<file path="config.mk">
export PLATFORM = sky130hd
export DESIGN_NAME = tlp_framer
export DESIGN_NICKNAME = d
export VERILOG_FILES = /design/src/rtl/tlp_pkg.sv /design/src/rtl/tlp_type_decoder.sv /design/src/rtl/tlp_framer.sv
export SDC_FILE = /design/constraint.sdc
export NUM_CORES = 1
export LEC_CHECK = 0
export CORE_ASPECT_RATIO = 1.75
export CORE_MARGIN = 2
export CORE_UTILIZATION = 44
export DETAILED_ROUTE_END_ITERATION = 10
export GPL_TIMING_DRIVEN = 0
export PLACE_DENSITY = 0.76
export SETUP_SLACK_MARGIN = 0.1
export SLEW_MARGIN = 20
export SYNTH_ARGS = -nofsm -noshare
export SYNTH_HDL_FRONTEND = slang
export SYNTH_SLANG_ARGS = --single-unit
</file>
<file path="constraint.sdc">
create_clock -name clk -period 1.78 [get_ports clk]
set_input_delay 0.267 -clock clk [delete_from_list [all_inputs] [get_ports clk]]
set_output_delay 0.267 -clock clk [all_outputs]
set_load 0.03 [all_outputs]
</file>
<file path="src/rtl/tlp_pkg.sv">
// Shared constants for the TLP framer: K-codes, fmt/type codes, FSM states,
// and the bit ordering of the one-hot type vector.
package tlp_pkg;

  localparam logic [7:0] K_STP = 8'hFB;
  localparam logic [7:0] K_END = 8'hFD;
  localparam logic [7:0] K_EDB = 8'hFE;

  localparam logic [2:0] FMT_3DW_ND = 3'b000;
  localparam logic [2:0] FMT_4DW_ND = 3'b001;
  localparam logic [2:0] FMT_3DW_D  = 3'b010;
  localparam logic [2:0] FMT_4DW_D  = 3'b011;

  localparam logic [4:0] TYP_MEM  = 5'b00000;
  localparam logic [4:0] TYP_IO   = 5'b00010;
  localparam logic [4:0] TYP_CFG0 = 5'b00100;
  localparam logic [4:0] TYP_CFG1 = 5'b00101;
  localparam logic [4:0] TYP_CPL  = 5'b01010;

  typedef enum logic [1:0] {IDLE, FRAME, DROP, HOLD} state_t;

  // Type vector ordering: {CplD,Cpl,CfgWr1,CfgRd1,CfgWr0,CfgRd0,IOWr,IORd,MWr,MRd}
  localparam int TYPE_W   = 10;
  localparam int T_MRD    = 0;
  localparam int T_MWR    = 1;
  localparam int T_IORD   = 2;
  localparam int T_IOWR   = 3;
  localparam int T_CFGRD0 = 4;
  localparam int T_CFGWR0 = 5;
  localparam int T_CFGRD1 = 6;
  localparam int T_CFGWR1 = 7;
  localparam int T_CPL    = 8;
  localparam int T_CPLD   = 9;

endpackage

</file>
<file path="src/rtl/tlp_type_decoder.sv">
// Combinational one-hot TLP type decode of header byte 0; zero latency, no flow control.
// Unknown fmt/type combinations decode to all zeros.
module tlp_type_decoder
  import tlp_pkg::*;
(
  input  logic [7:0]        byte0,
  output logic [TYPE_W-1:0] type_vec
);

  logic [2:0] fmt;
  logic [4:0] typ;

  assign fmt = byte0[7:5];
  assign typ = byte0[4:0];

  always_comb begin
    type_vec = '0;
    case (typ)
      TYP_MEM: begin
        // Memory requests are the only types with a legal 4DW form here.
        if (fmt == FMT_3DW_ND || fmt == FMT_4DW_ND) type_vec[T_MRD] = 1'b1;
        else if (fmt == FMT_3DW_D || fmt == FMT_4DW_D) type_vec[T_MWR] = 1'b1;
      end
      TYP_IO: begin
        if (fmt == FMT_3DW_ND) type_vec[T_IORD] = 1'b1;
        else if (fmt == FMT_3DW_D) type_vec[T_IOWR] = 1'b1;
      end
      TYP_CFG0: begin
        if (fmt == FMT_3DW_ND) type_vec[T_CFGRD0] = 1'b1;
        else if (fmt == FMT_3DW_D) type_vec[T_CFGWR0] = 1'b1;
      end
      TYP_CFG1: begin
        if (fmt == FMT_3DW_ND) type_vec[T_CFGRD1] = 1'b1;
        else if (fmt == FMT_3DW_D) type_vec[T_CFGWR1] = 1'b1;
      end
      TYP_CPL: begin
        if (fmt == FMT_3DW_ND) type_vec[T_CPL] = 1'b1;
        else if (fmt == FMT_3DW_D) type_vec[T_CPLD] = 1'b1;
      end
      default: type_vec = '0;
    endcase
  end

endmodule

</file>
<file path="src/rtl/tlp_framer.sv">
// Frames STP..END byte-stream TLPs; tlp_valid one cycle after K-END, held until tlp_ready.
// Optional TLP_FRAMER_EDB_EN: K-EDB nullifies an open frame without counting an error.
module tlp_framer
  import tlp_pkg::*;
#(
  parameter int MAX_BYTES = 20,
  parameter int MIN_BYTES = 12,
  parameter int CNT_W     = 4,
  parameter int LEN_W     = $clog2(MAX_BYTES + 1)
) (
  input  logic                   clk,
  input  logic                   reset,
  input  logic [7:0]             data_in,
  input  logic                   data_k,
  input  logic                   tlp_ready,
  output logic                   tlp_valid,
  output logic [8*MAX_BYTES-1:0] TLP,
  output logic [LEN_W-1:0]       tlp_len,
  output logic [CNT_W-1:0]       TLP_count,
  output logic [CNT_W-1:0]       err_count,
  output logic                   MRd,
  output logic                   MWr,
  output logic                   IORd,
  output logic                   IOWr,
  output logic                   CfgRd0,
  output logic                   CfgWr0,
  output logic                   CfgRd1,
  output logic                   CfgWr1,
  output logic                   Cpl,
  output logic                   CplD
);

  localparam logic [LEN_W-1:0] MAX_L = LEN_W'(MAX_BYTES);
  localparam logic [LEN_W-1:0] MIN_L = LEN_W'(MIN_BYTES);

  state_t                 state_q, state_d;
  logic [8*MAX_BYTES-1:0] buf_q;
  logic [LEN_W-1:0]       len_q;
  logic [CNT_W-1:0]       tlp_cnt_q;
  logic [CNT_W-1:0]       err_q;

  logic buf_clr, buf_wr, err_inc, tlp_inc;
  logic is_stp, is_end, is_edb;

  assign is_stp = data_k && (data_in == K_STP);
  assign is_end = data_k && (data_in == K_END);
  assign is_edb = data_k && (data_in == K_EDB);

  always_comb begin
    state_d = state_q;
    buf_clr = 1'b0;
    buf_wr  = 1'b0;
    err_inc = 1'b0;
    tlp_inc = 1'b0;
    case (state_q)
      IDLE: begin
        if (is_stp) begin
          buf_clr = 1'b1;
          state_d = FRAME;
        end
      end
      FRAME: begin
        if (!data_k) begin
          if (len_q < MAX_L) begin
            buf_wr = 1'b1;
          end else begin
            err_inc = 1'b1;
            state_d = DROP;
          end
        end else if (is_end) begin
          if (len_q >= MIN_L) begin
            tlp_inc = 1'b1;
            state_d = HOLD;
          end else begin
            err_inc = 1'b1;
            state_d = IDLE;
          end
        end else if (is_stp) begin
          err_inc = 1'b1;
          buf_clr = 1'b1;
`ifdef TLP_FRAMER_EDB_EN
        end else if (is_edb) begin
          state_d = IDLE;
`endif
        end else begin
          err_inc = 1'b1;
          state_d = IDLE;
        end
      end
      DROP: begin
        if (is_end || is_edb) begin
          state_d = IDLE;
        end else if (is_stp) begin
          buf_clr = 1'b1;
          state_d = FRAME;
        end
      end
      HOLD: begin
        // A STP in the release cycle opens the next frame; otherwise it is a collision.
        if (tlp_ready) begin
          if (is_stp) begin
            buf_clr = 1'b1;
            state_d = FRAME;
          end else begin
            state_d = IDLE;
          end
        end else if (is_stp) begin
          err_inc = 1'b1;
        end
      end
      default: state_d = IDLE;
    endcase
  end

  always_ff @(posedge clk or negedge reset) begin
    if (!reset) begin
      state_q   <= IDLE;
      buf_q     <= '0;
      len_q     <= '0;
      tlp_cnt_q <= '0;
      err_q     <= '0;
    end else begin
      state_q <= state_d;
      if (buf_clr) begin
        buf_q <= '0;
        len_q <= '0;
      end else if (buf_wr) begin
        for (int i = 0; i < MAX_BYTES; i++) begin
          if (len_q == LEN_W'(i)) buf_q[8*i +: 8] <= data_in;
        end
        len_q <= len_q + 1'b1;
      end
      if (tlp_inc) tlp_cnt_q <= tlp_cnt_q + 1'b1;
      if (err_inc && (err_q != '1)) err_q <= err_q + 1'b1;
    end
  end

  logic [TYPE_W-1:0] type_raw, type_g;

  tlp_type_decoder u_dec (
    .byte0    (buf_q[7:0]),
    .type_vec (type_raw)
  );

  assign tlp_valid = (state_q == HOLD);
  assign type_g    = tlp_valid ? type_raw : '0;
  assign TLP       = buf_q;
  assign tlp_len   = len_q;
  assign TLP_count = tlp_cnt_q;
  assign err_count = err_q;

  assign MRd    = type_g[T_MRD];
  assign MWr    = type_g[T_MWR];
  assign IORd   = type_g[T_IORD];
  assign IOWr   = type_g[T_IOWR];
  assign CfgRd0 = type_g[T_CFGRD0];
  assign CfgWr0 = type_g[T_CFGWR0];
  assign CfgRd1 = type_g[T_CFGRD1];
  assign CfgWr1 = type_g[T_CFGWR1];
  assign Cpl    = type_g[T_CPL];
  assign CplD   = type_g[T_CPLD];

endmodule

</file>
* Yosys cells after proc, flatten, opt, wreduce, memory -nomap -nowiden *
Index checks and enable logic that the tools add are counted.

word-level totals
  output and inout bits = 184
  register bits = 175
  input bits = 12

cells by class
  add/subtract/negate cells = 3
  mux-type cells = 65
  reduce and logical (&&, ||, !) cells = 53
  eq/ne operators = 36
  magnitude comparators = 2

operators with widths
  kind                                                               count
  two-way mux 160 bit                                                2
  two-way mux 8 bit                                                  20
  equality test 5 x 4 -> 1 bit, second input constant                9
  nonzero test 2 bit                                                 21
  AND reduction 2 bit                                                20
  equality test 5 x 3 -> 1 bit, second input constant                6
  two-way mux 2 bit                                                  13
  equality test 8 bit, second input constant                         3
  two-way mux 1 bit                                                  24
  equality test 5 bit, second input constant                         4
  equality test 5 x 2 -> 1 bit, second input constant                3
  zero test 5 bit                                                    2
  two-way mux 10 bit                                                 1
  two-way mux 5 bit                                                  2
  adder 4 x 1 -> 4 bit, second input constant                        2
  inequality test 4 bit, second input constant                       2
  case mux 2 bit (4 select lines)                                    1
  equality test 3 x 2 -> 1 bit, second input constant                2
  adder 5 x 1 -> 5 bit, second input constant                        1
  equality test 5 x 1 -> 1 bit, second input constant                1
  greater-or-equal comparator 5 x 4 -> 1 bit, second input constant  1
  < comparator 5 bit, second input constant                          1
  equality test 2 bit, second input constant                         2
  logical AND 1 bit                                                  4
  10 further kinds                                                   12

* Longest topological paths before layout *
Gate-level depths: netlist of the first run.

  word-level depth = 8
  gate-level depth with buffers = 8
  gate-level depth less buffers = 6

* Modules after synthesis *
A second synthesis of the first run with hierarchy kept.

second synthesis, totals
  cells, all modules = 834
  area total of the unflattened synthesis = 7698.6 µm²

by module, submodules not included
  module            instances  seq. area each (µm²)  area each (µm²)  cells each
  tlp_framer        1          4379.2                7563.5           815
  tlp_type_decoder  1          0.0                   135.1            19

* Least setup slack after synthesis of the first run *
No wires, ideal clock.

  path type = register to register
  start point = register len_q[0], in the netlist tlp_len[0]
  end point = register buf_q[122], in the netlist TLP[122]
  clock period less this slack = 2126 ps
  path buffers = 2
  stages on the path, launching flop included = 9
  data required time = 1647 ps
  path slack = -346 ps
  setup time = 133 ps
  arrival = 1993 ps
  cells stage by stage = dfrtp_1 > ha_1 > clkbuf_1 > and3_1 > ha_1 > clkbuf_1 > nand2_1 > nand3_1 > o21ai_0

between the ends
  word-level cells in the longest chain between the ends = 6

ends and longest elaborated chain
  what                               line               RTL
  from (decl)                        tlp_framer.sv:38   logic [LEN_W-1:0] len_q;
  from (signal assigned)             tlp_framer.sv:131  len_q <= len_q + 1'b1;
  < comparator 5 bit                 tlp_framer.sv:64   if (len_q < MAX_L) begin
  two-way mux 1 bit                  tlp_framer.sv:64
  two-way mux 1 bit                  tlp_framer.sv:63   if (!data_k) begin
  two-way mux 1 bit                  tlp_framer.sv:55   case (state_q)
  nonzero test 2 bit (no line)       n/a
  AND reduction 2 bit (no line) (*)  n/a
  to (signal, indexed assignment)    tlp_framer.sv:129  if (len_q == LEN_W'(i)) buf_q[8*i +: 8] <= data_in;
  to (decl)                          tlp_framer.sv:37   logic [8*MAX_BYTES-1:0] buf_q;

Every way passes the cells marked *; elsewhere a longest branch is shown, timed or not.
A chain may end at the register's enable or synchronous reset.

* Worst setup path after layout of the first run *
  start point = register state_q[1]
  end point = register buf_q[147], in the netlist TLP[147]

between the ends
  word-level cells in the longest chain between the ends = 4

ends and longest elaborated chain
  what                                                                         line               RTL
  from (decl)                                                                  tlp_framer.sv:36   state_t state_q, state_d;
  from (signal assigned)                                                       tlp_framer.sv:123  state_q <= state_d;
  equality test 2 bit (tied with other cells)                                  tlp_framer.sv:55
  case mux 1 bit (4 select lines) / two-way mux 1 bit (equally long branches)  tlp_framer.sv:55
  nonzero test 2 bit (no line)                                                 n/a
  AND reduction 2 bit (no line)                                                n/a

Parallel ways exist; a longest one is shown, timed or not.

==> results of run 1 <==
-- per-stage QoR --
stage | setup TNS [ns] | power (W) | setup slack (ns) | hold WS (ns) | util
finish | -39.49 | 0.00842 | -0.377 | 0.388 | 0.775
global route | -46.39 | 0.00860 | -0.423 | 0.462 | 0.775
detailed placement | -176.87 | 0.00448 | -1.41 | 0.279 | 0.597
floorplan | -10.02 | 0.00425 | -0.161 | -0.0286 | -
CTS | -26.60 | 0.00829 | -0.269 | 0.417 | 0.721
global placement | -1369.78 | 0.00447 | -7.41 | 0.461 | 0.595
-- cells in the mapped netlist, types with 3 or more instances --
cell type,count
a21oi_1,66
and3_1,3
buf_2,13
clkbuf_1,38
dfrtp_1,175
ha_1,7
inv_1,7
mux2i_1,78
nand2_1,80
nand2b_1,3
nand3_1,95
nand4_1,4
nor2_1,100
nor2b_1,6
o21ai_0,19
xnor2_1,4
xor2_1,5
-- cells by family (layout without fill, tap and decap cells) --
group	after synthesis	in the layout	share of synthesized area
AO/OA/AOI/OAI	95	95	0.0661
XOR/XNOR	9	9	0.0104
adder cells (fa/ha/maj)	7	7	0.0116
buffers and inverters	59	361	0.0325
flip-flops	175	175	0.580
multiplexers	80	80	0.106
other	0	1	0
AND/OR/NAND/NOR	312	331	0.193
-- worst max-delay path: stages, from the launching register on --
cell     delay, ns
dfrtp_2       0.44
buf_12        0.14
or3b_4        0.37
buf_6         0.15
nor4_4        0.22
buf_6         0.25
nand2_8       0.10
mux2i_1       0.17
nor2_1        0.23
-- registers in the layout, summed over array words and instances (netlist names) --
signal / count
TLP: 160
tlp_len: 5
TLP_count: 4
err_count: 4
state_q: 2
-- worst min-delay path by stage --
stage                     cells past startpoint                        to  slack (ns)                      from
after global routing                          2      TLP[110]$_DFFE_PN0P_        0.46                     reset
final                                         2      TLP[110]$_DFFE_PN0P_        0.39                     reset
after detailed placement                      1      TLP[109]$_DFFE_PN0P_        0.28                     reset
after CTS                                     2      TLP[110]$_DFFE_PN0P_        0.42                     reset
after floorplan                               0        TLP[0]$_DFFE_PN0P_       -0.03                     reset
after global placement                        1  TLP_count[3]$_DFFE_PN0P_        0.46  TLP_count[3]$_DFFE_PN0P_
-- final cells by class --
type	count	area (µm²)	share of cell area
clock inverter	13	154	0.0118
antenna	1	2.50	0.000191
buffer	52	490	0.0375
tap	227	284	0.0217
multi-input combinational	522	4540	0.348
inverter	7	26.3	0.00201
sequential	175	4390	0.336
clock buffer	19	433	0.0331
timing repair buffer	270	2750	0.210
-- layer usage --
layer,track usage,routed length (µm)
met1,0.348,10900
met2,0.538,16500
met3,0.0616,1970
met4,0.201,2600
met5,0,0
-- what timing repair did --
item	4_1_cts	5_1_grt
cloned	25	3
resized for setup	436	193
setup buffers	50	19
hold buffers	1	0
pin swaps	81	90
endpoints found under the hold margin	78	0
endpoints found under the setup margin	351	206
-- power groups by stage --
stage	clock [W]	sequential [W]	combinational [W]
4_1_cts	0.00381	0.00402	0.000455
5_1_grt	0.00404	0.00402	0.000537
3_5_place_dp	0	0.00410	0.000376
6_report	0.00389	0.00402	0.000510
2_1_floorplan	0	0.00413	0.000112
3_3_place_gp	0	0.00410	0.000364
==> out/qor.csv, run 1 <==
stage,metric,value,unit
clocking,clock_latency,0.44,ns
floorplanning,die_area,18300,µm²
timing,period_needed,2.16,ns
floorplanning,rows,63,
cells_and_area,stdcell_area,13100,µm²
critical_path,r2r-end,TLP[147]$_DFFE_PN0P_,
clocking,cts_max_level,4,
route,routed_via_density,5.88,
cells_and_area,nets,1064,
cells_and_area,drive_gt1_frac,0.371,
cells_and_area,fillers,1036,
power_and_ir_drop,combPwrFrac,0.061,
floorplanning,dieWidth,103,µm
timing,rsz0062_at_grt,yes,
critical_path,critical_path_required,2.12,ns
timing,final-setup-viol-count,178,
global_route,grt_pass1_vias,7471,
critical_path,crit_type,flip-flop to flip-flop,
logic_synthesis,ys_warn_count,0,
placement,dpl.cell_count,1160,
power_and_ir_drop,peakVddDrop,642,µV
logic_synthesis,syn-cell-area,7550,µm²
floorplanning,die_y,177,µm
placement,post_dp_cell_area,10100,µm²
logic_synthesis,yosysSeqAreaShare,0.580,
global_route,grt_max_degree,98,
clocking,cts_buffer_depth,2,
critical_path,ff2ff_path_depth,8,
placement,hpwl,16300,µm
route,post_drt_wl_per_cell,24.8,µm
route,routed-via-count,7566,
logic_synthesis,yosysTopAreaCellShare,0.580,
clocking,cts_inserted_buffers,17,
logic_synthesis,yosys.area.top_type,dfrtp_1,
critical_path,worst_setup_path_start_kind,flip-flop,
critical_path,crit_path_end_kind,flip-flop,
outcome,status,"finished, violations left",
global_route,grt_antenna_before_repair,1,
power_and_ir_drop,power_density,644,nW/µm²
cells_and_area,layout_common_cells,"167 x dfrtp_1, 150 x dlygate4sd2_1, 89 x nor2_1, 76 x mux2i_1, 48 x a21oi_2",
power_and_ir_drop,internal_power,0.00625,W
cells_and_area,final-instance-count-excl-fill,1286,
logic_synthesis,syn_area_per_cell,10.2,µm²
cells_and_area,layout_commonest_cell,dfrtp_1,
timing,max_freq,464,MHz
route,drt_iter0_markers,600,
logic_synthesis,synth.area.top_cells,"dfrtp_1 58%, mux2i_1 10%, nand3_1 6.3%, nor2_1 5.0%, a21oi_1 4.4%",
power_and_ir_drop,clock_power_share,0.462,
cells_and_area,syn2layout_area_growth,73.2,%
timing,fin_skew,0.0161,ns
critical_path,critical_path.endpoint,TLP[147]$_DFFE_PN0P_,
placement,io_buffers,195,
job,drv_cap,0,
power_and_ir_drop,switching_share,0.258,
route,drt_pre_antenna_iters,5,
logic_synthesis,synth_flop_cell,dfrtp_1,
floorplanning,start_util,0.447,
global_route,grt_usage,0.314,
timing,hold_violations,0,
critical_path,critPathLaunch,state_q[1]$_DFFE_PN0P_,
logic_synthesis,syn_inst,737,
logic_synthesis,syn-num-nets,756,
power_and_ir_drop,power_leakage,7.04,nW
power_and_ir_drop,switching_power,0.00217,W
timing,setup_ws,-0.377,ns
clocking,path_clk_slew,0.07,ns
clocking,cts_tree,yes,
global_route,grt_pass1_wl,42800,µm
floorplanning,boundaryPins,196,
clocking,root_buffer,clkbuf_16,
timing,finalMaxSlewViolations,0,
global_route,grt-ovfl-total,0,
critical_path,rr_startpoint,state_q[1]$_DFFE_PN0P_,
logic_synthesis,ys_ff_latch,175,
route,ant_nets,0,
placement,place_congestion,0.835,
timing,max_slew.worst_pin.slew,1.19,ns
timing,final.period_utilization,1.21,
logic_synthesis,ys_types,42,
critical_path,crit_fanout,5,
outcome,violations,setup timing,
floorplanning,core,16900,µm²
critical_path,r2r_setup_slack,-0.38,ns
route,drt-total-wl,31900,µm
logic_synthesis,synth_edf_count,0,
logic_synthesis,async_reset_ff_frac,1.00,
timing,relSlewSlack,0.209,
critical_path,critPathArrivalTime,2.50,ns
min_path,hold_path.class,primary input to async pin,
route,drc,0,
clocking,cts_num_sinks,175,
power_and_ir_drop,seq_power_share,0.478,
No activity file was read; power rests on OpenSTA's default activity.
==> run 2: changes to the inputs <==
- MAX_ROUTING_LAYER: unset -> met4
==> run 2 against run 1 <==
Effect of this change:
- the run still ends with setup timing left
- flip-flop and latch count is the same
- clock skew barely moved
- combinational power increased by 2%
- critical path depth grew 2
- largest cell class unchanged
==> out/qor.csv, run 2 (synthesis results as in run 1) <==
stage,metric,value,unit,change
cells_and_area,seqCellArea,4390,µm²,about the same
floorplanning,dieWidth,103,µm,unchanged
floorplanning,boundaryPins,196,,unchanged
cells_and_area,syn2layout_area_growth,74.3,%,
critical_path,critPathArrivalTime,2.56,ns,+0.06 ns
floorplanning,rows,63,,unchanged
floorplanning,start_util,0.447,,unchanged
clocking,path_clk_slew,0.07,ns,about the same
placement,place_congestion,0.848,,+1.5%
critical_path,rr_startpoint,state_q[1]$_DFFE_PN0P_,,
global_route,grt-ovfl-total,0,,unchanged
min_path,hold_path.class,primary input to async pin,,
power_and_ir_drop,power_leakage,7.07,nW,+0.41%
cells_and_area,drive_gt1_frac,0.383,,+0.0129
clocking,cts_tree,yes,,
global_route,met2_usage,0.540,,+0.00189
cells_and_area,layout_commonest_cell,dfrtp_1,,
cells_and_area,fillers,1016,,-1.9%
timing,max_freq,457,MHz,-1.6%
timing,relSlewSlack,0.134,,-0.0745
clocking,clock_latency,0.45,ns,about the same
placement,hpwl,16300,µm,unchanged
route,ant_nets,0,,unchanged
power_and_ir_drop,power_density,643,nW/µm²,-0.16%
clocking,cts_inserted_buffers,17,,unchanged
placement,post_dp_cell_area,10100,µm²,unchanged
cells_and_area,nets,1070,,+0.56%
route,post_drt_wl_per_cell,25.3,µm,+2.0%
placement,io_buffers,195,,unchanged
floorplanning,die_y,177,µm,unchanged
timing,max_slew.worst_pin.slew,1.30,ns,+0.112 ns
critical_path,crit_fanout,7,,+2
route,routed_via_density,5.89,,about the same
cells_and_area,layout_common_cells,"166 x dfrtp_1, 151 x dlygate4sd2_1, 89 x nor2_1, 76 x mux2i_1, 51 x a21oi_2",,
timing,final.period_utilization,1.23,,+0.0191
floorplanning,die_area,18300,µm²,unchanged
cells_and_area,multi_input_area,4560,µm²,+0.41%
global_route,grt_usage,0.324,,+0.00952
timing,final-setup-viol-count,179,,+0.56%
critical_path,r2r_setup_slack,-0.41,ns,-0.03 ns
power_and_ir_drop,peakVddDrop,677,µV,+5.5%
cells_and_area,largest_register_ffs,160,,unchanged
route,drt_pre_antenna_iters,7,,+2
outcome,status,"finished, violations left",,
critical_path,crit_type,flip-flop to flip-flop,,
global_route,grt_pass1_wl,42800,µm,about the same
route,routed-via-count,7605,,+0.52%
timing,period_needed,2.19,ns,+0.0340 ns
clocking,cts_num_sinks,175,,unchanged
job,drv_cap,0,,unchanged
timing,finalMaxSlewViolations,0,,unchanged
outcome,violations,setup timing,,
cells_and_area,stdcell_area,13200,µm²,+0.66%
floorplanning,core,16900,µm²,unchanged
route,drt-total-wl,32700,µm,+2.5%
route,drc,0,,unchanged
timing,fin_skew,0.0163,ns,+0.000189 ns
critical_path,critical_path_required,2.15,ns,+0.03 ns
global_route,grt_max_degree,98,,unchanged
global_route,top_usage_layer,met2,,
critical_path,worst_setup_path_start_kind,flip-flop,,
critical_path,crit_path_end_kind,flip-flop,,
route,drt_iter0_markers,511,,-15%
global_route,grt_util_met3,0.0545,,-0.00711
clocking,cts_buffer_depth,2,,unchanged
timing,hold_violations,0,,unchanged
timing,rsz0062_at_grt,yes,,
clocking,cts_max_level,4,,unchanged
global_route,grt.met1_usage,0.357,,+0.00937
placement,dp_worst_setup_slack,-1.41,ns,unchanged
clocking,root_buffer,clkbuf_16,,
global_route,grt_antenna_before_repair,1,,unchanged
timing,setup_ws,-0.411,ns,-0.0340 ns
global_route,grt_pass1_vias,7425,,-0.62%
critical_path,critPathLaunch,state_q[1]$_DFFE_PN0P_,,
-- run 2: cell types whose count changed in the layout (fill, tap and decap cells not counted), moves of 2 or more --
cell / delta
a21oi_2: +3
nand2_4: -2
buf_8: +2
nand2_2: +4
nand3_2: +4
nand2_1: -2
buf_4: +6
nand3_1: -3
a21oi_1: -3
-- run 2: path summary, 6_finish.rpt --
kind	to	cells past startpoint
worst max-delay path	TLP[53]$_DFFE_PN0P_	10
worst min-delay path	TLP[110]$_DFFE_PN0P_	2
worst max register to register	TLP[53]$_DFFE_PN0P_	10
worst min register to register	TLP_count[3]$_DFFE_PN0P_	1
max in group asynchronous	tlp_len[0]$_DFFE_PN0P_	3
min in group clk	TLP_count[3]$_DFFE_PN0P_	1
-- run 2: what timing repair did --
action / 4_1_cts / 5_1_grt
endpoints found under the hold margin: 78 / 0
pin swaps: 81 / 87
hold buffers: 1 / 0
gates resized for setup: 436 / 208
endpoints found under the setup margin: 351 / 206
gates cloned: 25 / 4
setup buffers: 50 / 24
-- run 2: final cells by class --
| class | count | area share |
|---|---|---|
| Clock buffer | 19 | 0.0329 |
| Clock inverter | 13 | 0.0117 |
| Buffer | 52 | 0.0383 |
| Sequential cell | 175 | 0.334 |
| Antenna cell | 1 | 0.000190 |
| Multi-Input combinational cell | 522 | 0.347 |
| Tap cell | 227 | 0.0216 |
| Inverter | 7 | 0.00200 |
| Timing Repair Buffer | 276 | 0.213 |
-- run 2: routing by layer --
| metal | vias to the layer above | wire, µm |
|---|---|---|
| met4 | 0 | 2720 |
| li1 | 3190 | - |
| met1 | 3780 | 11100 |
| met5 | - | 0 |
| met3 | 192 | 1930 |
| met2 | 443 | 17000 |
-- run 2: report_power, final --
group	leakage (nW)	internal, W	total (W)	switching (W)
logic	4.36	0.000146	0.000520	0.000374
registers	2.43	0.00399	0.00402	0.0000251
clock network	0.278	0.00211	0.00392	0.00182
total	7.07	0.00625	0.00846	0.00221
-- run 2: worst max-delay path: stages (launching register included) --
cell     delay, ns
dfrtp_2       0.44
buf_12        0.14
buf_6         0.11
nor4b_4       0.39
buf_4         0.19
and2_4        0.15
buf_12        0.15
buf_4         0.13
buf_12        0.11
nand3_1       0.09
a21oi_1       0.21
-- run 2: metrics by stage --
stage,instances,total power (W),hold slack (ns),util,TNS (ns)
final,1292,0.00846,0.368,0.780,-46.02
after global routing,1292,0.00862,0.441,0.780,-51.76
after CTS,1268,0.00829,0.417,0.721,-26.60
after detailed placement,1160,0.00448,0.279,0.597,-176.87
after global placement,1159,0.00447,0.461,0.595,-1369.78
after floorplan,737,0.00425,-0.0286,-,-10.02
